$ cat config.mk
export PLATFORM = sky130hd
export DESIGN_NAME = counter_updown_param
export DESIGN_NICKNAME = d
export VERILOG_FILES = /design/src/rtl/counter_updown_param.sv
export SDC_FILE = /design/constraint.sdc
export NUM_CORES = 1
export LEC_CHECK = 0
export BUFFER_PORTS_ARGS = -buffer_cell sky130_fd_sc_hd__buf_4
export CAP_MARGIN = 5
export CORE_UTILIZATION = 50
export DETAILED_ROUTE_END_ITERATION = 10
export HOLD_SLACK_MARGIN = 0.08
export PLACE_DENSITY = 0.82
export RECOVER_POWER = 50
export SYNTH_ARGS = -nofsm -noshare
export SYNTH_HDL_FRONTEND = slang
export SYNTH_SLANG_ARGS = --single-unit
$ cat constraint.sdc
create_clock -name clk -period 6.63 [get_ports clk]
set_input_delay 0 -clock clk [delete_from_list [all_inputs] [get_ports clk]]
set_output_delay 0 -clock clk [all_outputs]
set_load 0.03 [all_outputs]
$ cat src/rtl/counter_updown_param.sv
// counter_updown_param: parametrised up/down counter with a combined
// increment/decrement/re-initialise step each cycle.
// It can either wrap or saturate at the ends of its range. It has
// registered overflow/underflow pulses, sticky error flags, and registered
// zero/max status. value_next is a combinational look-ahead of the next
// count.
// Optional build macro: COUNTER_UPDOWN_THRESHOLD_EN adds a thresh input and
// a registered at_or_above output.

module counter_updown_param #(
    parameter int          WIDTH       = 4,
    parameter int          STEP_WIDTH  = 2,
    parameter int unsigned RESET_VALUE = 0,
    parameter bit          SATURATE    = 1'b0
) (
    input  logic                  clk,
    input  logic                  rst_n,
    input  logic                  reinit,
    input  logic [WIDTH-1:0]      initial_value,
    input  logic                  incr_valid,
    input  logic [STEP_WIDTH-1:0] incr,
    input  logic                  decr_valid,
    input  logic [STEP_WIDTH-1:0] decr,
    input  logic                  clr_flags,
`ifdef COUNTER_UPDOWN_THRESHOLD_EN
    input  logic [WIDTH-1:0]      thresh,
`endif
    output logic [WIDTH-1:0]      value,
    output logic [WIDTH-1:0]      value_next,
    output logic                  overflow,
    output logic                  underflow,
    output logic                  ovf_sticky,
    output logic                  unf_sticky,
    output logic                  is_zero,
    output logic                  is_max
`ifdef COUNTER_UPDOWN_THRESHOLD_EN
    ,
    output logic                  at_or_above
`endif
);

    // Two extra bits hold the full sum: one for carry above the range and one
    // for the sign when the result goes below zero.
    localparam int RAW_WIDTH = WIDTH + 2;

    localparam logic [WIDTH-1:0] RESET_VAL = WIDTH'(RESET_VALUE);
    localparam logic [WIDTH-1:0] MAX_VAL   = {WIDTH{1'b1}};

    logic [WIDTH-1:0]     base;
    logic [RAW_WIDTH-1:0] base_ext;
    logic [RAW_WIDTH-1:0] inc_ext;
    logic [RAW_WIDTH-1:0] dec_ext;
    logic [RAW_WIDTH-1:0] raw;
    logic                 en;
    logic                 ovf_c;
    logic                 unf_c;

    // Form the netted update. Steps whose valid is low are forced to zero,
    // so an X on an unqualified step cannot reach the sum.
    always_comb begin
        base     = reinit ? initial_value : value;
        base_ext = RAW_WIDTH'(base);
        inc_ext  = incr_valid ? RAW_WIDTH'(incr) : '0;
        dec_ext  = decr_valid ? RAW_WIDTH'(decr) : '0;
        raw      = base_ext + inc_ext - dec_ext;
        en       = reinit | incr_valid | decr_valid;
        // The top bit is the sign of the two's-complement result. A set
        // carry bit with a clear sign means the sum went above the range.
        unf_c    = raw[RAW_WIDTH-1];
        ovf_c    = ~raw[RAW_WIDTH-1] & raw[WIDTH];
    end

    // Choose the next count: hold when idle, otherwise wrap or clamp the raw sum.
    always_comb begin
        value_next = value;
        if (en) begin
            if (SATURATE && ovf_c) begin
                value_next = MAX_VAL;
            end else if (SATURATE && unf_c) begin
                value_next = '0;
            end else begin
                value_next = raw[WIDTH-1:0];
            end
        end
    end

    // Register the count and its status. The status is derived from
    // value_next, so it always matches the registered value.
    always_ff @(posedge clk or negedge rst_n) begin
        if (!rst_n) begin
            value   <= RESET_VAL;
            is_zero <= (RESET_VAL == '0);
            is_max  <= (RESET_VAL == MAX_VAL);
        end else begin
            value   <= value_next;
            is_zero <= (value_next == '0);
            is_max  <= (value_next == MAX_VAL);
        end
    end

    // One-cycle event pulses, plus sticky copies. A set in the same cycle
    // as a clear takes priority over the clear.
    always_ff @(posedge clk or negedge rst_n) begin
        if (!rst_n) begin
            overflow   <= 1'b0;
            underflow  <= 1'b0;
            ovf_sticky <= 1'b0;
            unf_sticky <= 1'b0;
        end else begin
            overflow   <= en & ovf_c;
            underflow  <= en & unf_c;
            ovf_sticky <= (en & ovf_c) | (ovf_sticky & ~clr_flags);
            unf_sticky <= (en & unf_c) | (unf_sticky & ~clr_flags);
        end
    end

`ifdef COUNTER_UPDOWN_THRESHOLD_EN
    // Registered threshold compare against the look-ahead value.
    always_ff @(posedge clk or negedge rst_n) begin
        if (!rst_n) begin
            at_or_above <= 1'b0;
        end else begin
            at_or_above <= (value_next >= thresh);
        end
    end
`endif

endmodule

==> metrics <==
Initial Utilization=a little over half; worst hold path type=in2reg; gr usage total=between 20% and 30%; DR vias=between 600 and 700; count leader, synth=inv_1; routed len/inst=around 14 um; Slew Limit Fails=0; WHS Endpoint=underflow; std cell rows=13; layout cells sized above 1=between 30% and 40%; Fmax=0.336 GHz; critical path capture point type=primary output; post-DP HPWL=1.26 mm; Ys Warns=0; antenna diode count=0; die height=between 30 and 40 um; Lkg Pwr=a little under 0.5 nW; H-Tree Depth=1; initial DRC count=7; die footprint=1590 um2; Syn Std Cell Area=a little over 700 um2; Req. time, crit path=6.63 ns; nets@finish=128; worst skew pair latency=roughly 0.28 ns; HP Start=reinit; Area growth, synth to finish=34.1%; Max Root-Sink Buffers=2; Routed Antenna Nets=0; setup TNS=0 ns; IO buf count=27; status=finished clean; Startpoint Class=input pin; critical path launch point=decr_valid; CP arrival=between 2 and 3 ns; Reg2Reg Depth=8; critical path class=in2out; Worst-Margin Slew=roughly 0.55 ns; post-CTS setup buffers=0; Post-Syn Nets=93; Area contributors post-synth=dfrtp_1 (31%), ha_1 (12%), inv_1 (5.7%); min cycle time layout=roughly 3.0 ns; commonest cells in the netlist=inv_1 (11), dfrtp_1 (9), ha_1 (7), nand2_1 (7); Synth top area share=a little under a third; hold path depth=3; fraction of registers with async set/reset=100%; TritonRoute pass-1 iters=2; Sink Count=10; cts bufs inserted=3; Yosys top cell by area=dfrtp_1; initial antenna violation count=0; I/O pin cnt=28; Max FO, Critical Path=4; final setup vio count=0; pwr dens=approximately 460 nW/um2; dominant synthesized flop cell=dfrtp_1; GPL Wtd Cong=about 0.85; largest net degree at the start of global routing=11; CTS resizes=0; final instance area=roughly 960 um2; vias in the first global route=roughly 600; Chip Width=39.9 um; r2r endpoint=is_max; Hold Fails Final Rpt=0; Worst R2R Start=value[1]; Yosys cell types=28; skew final=between 0.008 and 0.009 ns; max_cap viols=0; Post-synth EDFFs=0; vias per cell=roughly 5.3; Reg2Reg Setup Slack=about 4.0 ns; cts hold-fix bufs=5; Synth Register Bits=10; Core ar.=~1300 um2; CTS tree=built; RSZ-0062 raised after global routing=false; maximum vdd drop=0.304 mV; DRT Wirelength=approximately 1.7 mm; Gate Count Post-Synth=70; syn_area_per_cell=approximately 10 um2; hold_ws=approximately 0.11 ns; global-route wire length before repair=~2.5 mm; DRC Markers=0; Post-DP Area=between 900 and 1000 um2; post-synthesis sequential area ratio=between 30% and 40%; CTS root buf=clkbuf_4; GRT Residual Overflow=0; crit share post-route=between 40 and 50%; Clock transition at path regs=around 0.06 ns; relative slew slack=62.1%
kinds of logic after synthesis:
kind of cell / share of synthesized area, %
muxes: 5.74
xor gates and xnor gates: 2.44
DFF: 35.0
and+or+nand+nor: 20.0
adders and majority gates: 17.7
buffers and inverters: 8.87
AOI/OAI and AO/OA: 10.3
layer usage:
metal  wire length, um  track usage [%]  vias up
met5                 0                0        -
met4                35             11.2        0
met3                81             6.67        5
met2               877             46.8       26
met1               660             25.5      290
li1                  -                -      310
cells in the final DEF, fill, tap and decap left out:
master and count:
ha_1 7, inv_1 11, nand2_2 1, and3_2 1, clkbuf_1 9, xor2_1 2, buf_4 19, dlygate4sd3_1 5
mux2i_1 3, a32o_1 1, a211oi_1 1, nand3_1 3, a2bb2oi_1 1, a2111oi_0 1, a21o_1 1, and4b_1 1
nand2b_1 1, fa_1 2, nor2_1 2, nor3_2 2, nand2_1 7, or3_4 1, clkbuf_4 3, o21ai_2 2
nor4b_2 1, dfrtp_1 9, o2bb2ai_1 1, dfstp_2 1, a21oi_1 1, mux2_2 1, and2_1 3
registers in the layout, indices dropped and copies added (netlist names):
| name | count |
|---|---|
| ovf_sticky | 1 |
| underflow | 1 |
| overflow | 1 |
| is_zero | 1 |
| value | 4 |
| is_max | 1 |
| unf_sticky | 1 |
worst max-delay path by stage:
stage                               end  slack (ns)
final                     value_next[3]        3.65
after global routing      value_next[3]        3.56
after CTS                 value_next[3]        3.70
after detailed placement         is_max        4.07
after global placement           is_max        4.17
after floorplan                value[3]        3.94
critical path: stages:
cell	delay [ns]
dlygate4sd3_1	0.54
buf_4	0.15
and2_1	0.17
fa_1	0.59
inv_1	0.06
ha_1	0.30
a21o_1	0.19
a2111oi_0	0.56
nor3_2	0.14
inv_1	0.12
buf_4	0.17
metrics by stage:
stage	total power, mW	std cells	util (%)	worst slack (ns)
floorplan	0.308	70	-	3.94
global placement	0.399	110	69.7	4.17
detailed placement	0.407	110	69.7	4.07
CTS	0.461	119	75.5	3.70
global route	0.473	119	73.2	3.56
finish	0.443	119	73.2	3.65
power by group:
part	internal, mW	switching (mW)
combinational	0.107	0.185
clock	0.0234	0.0230
sequential	0.0887	0.0156
total	0.219	0.224
area by class of cell:
cell class / count / area [um2]
timing repair buffer: 32 / 223
multi-input combinational: 47 / 404
inverter: 11 / 41.3
clock buffer: 4 / 26.3
fill: 107 / 353
tap: 15 / 18.8
sequential: 10 / 251
Note: power is estimated with default switching activity, not from simulation.
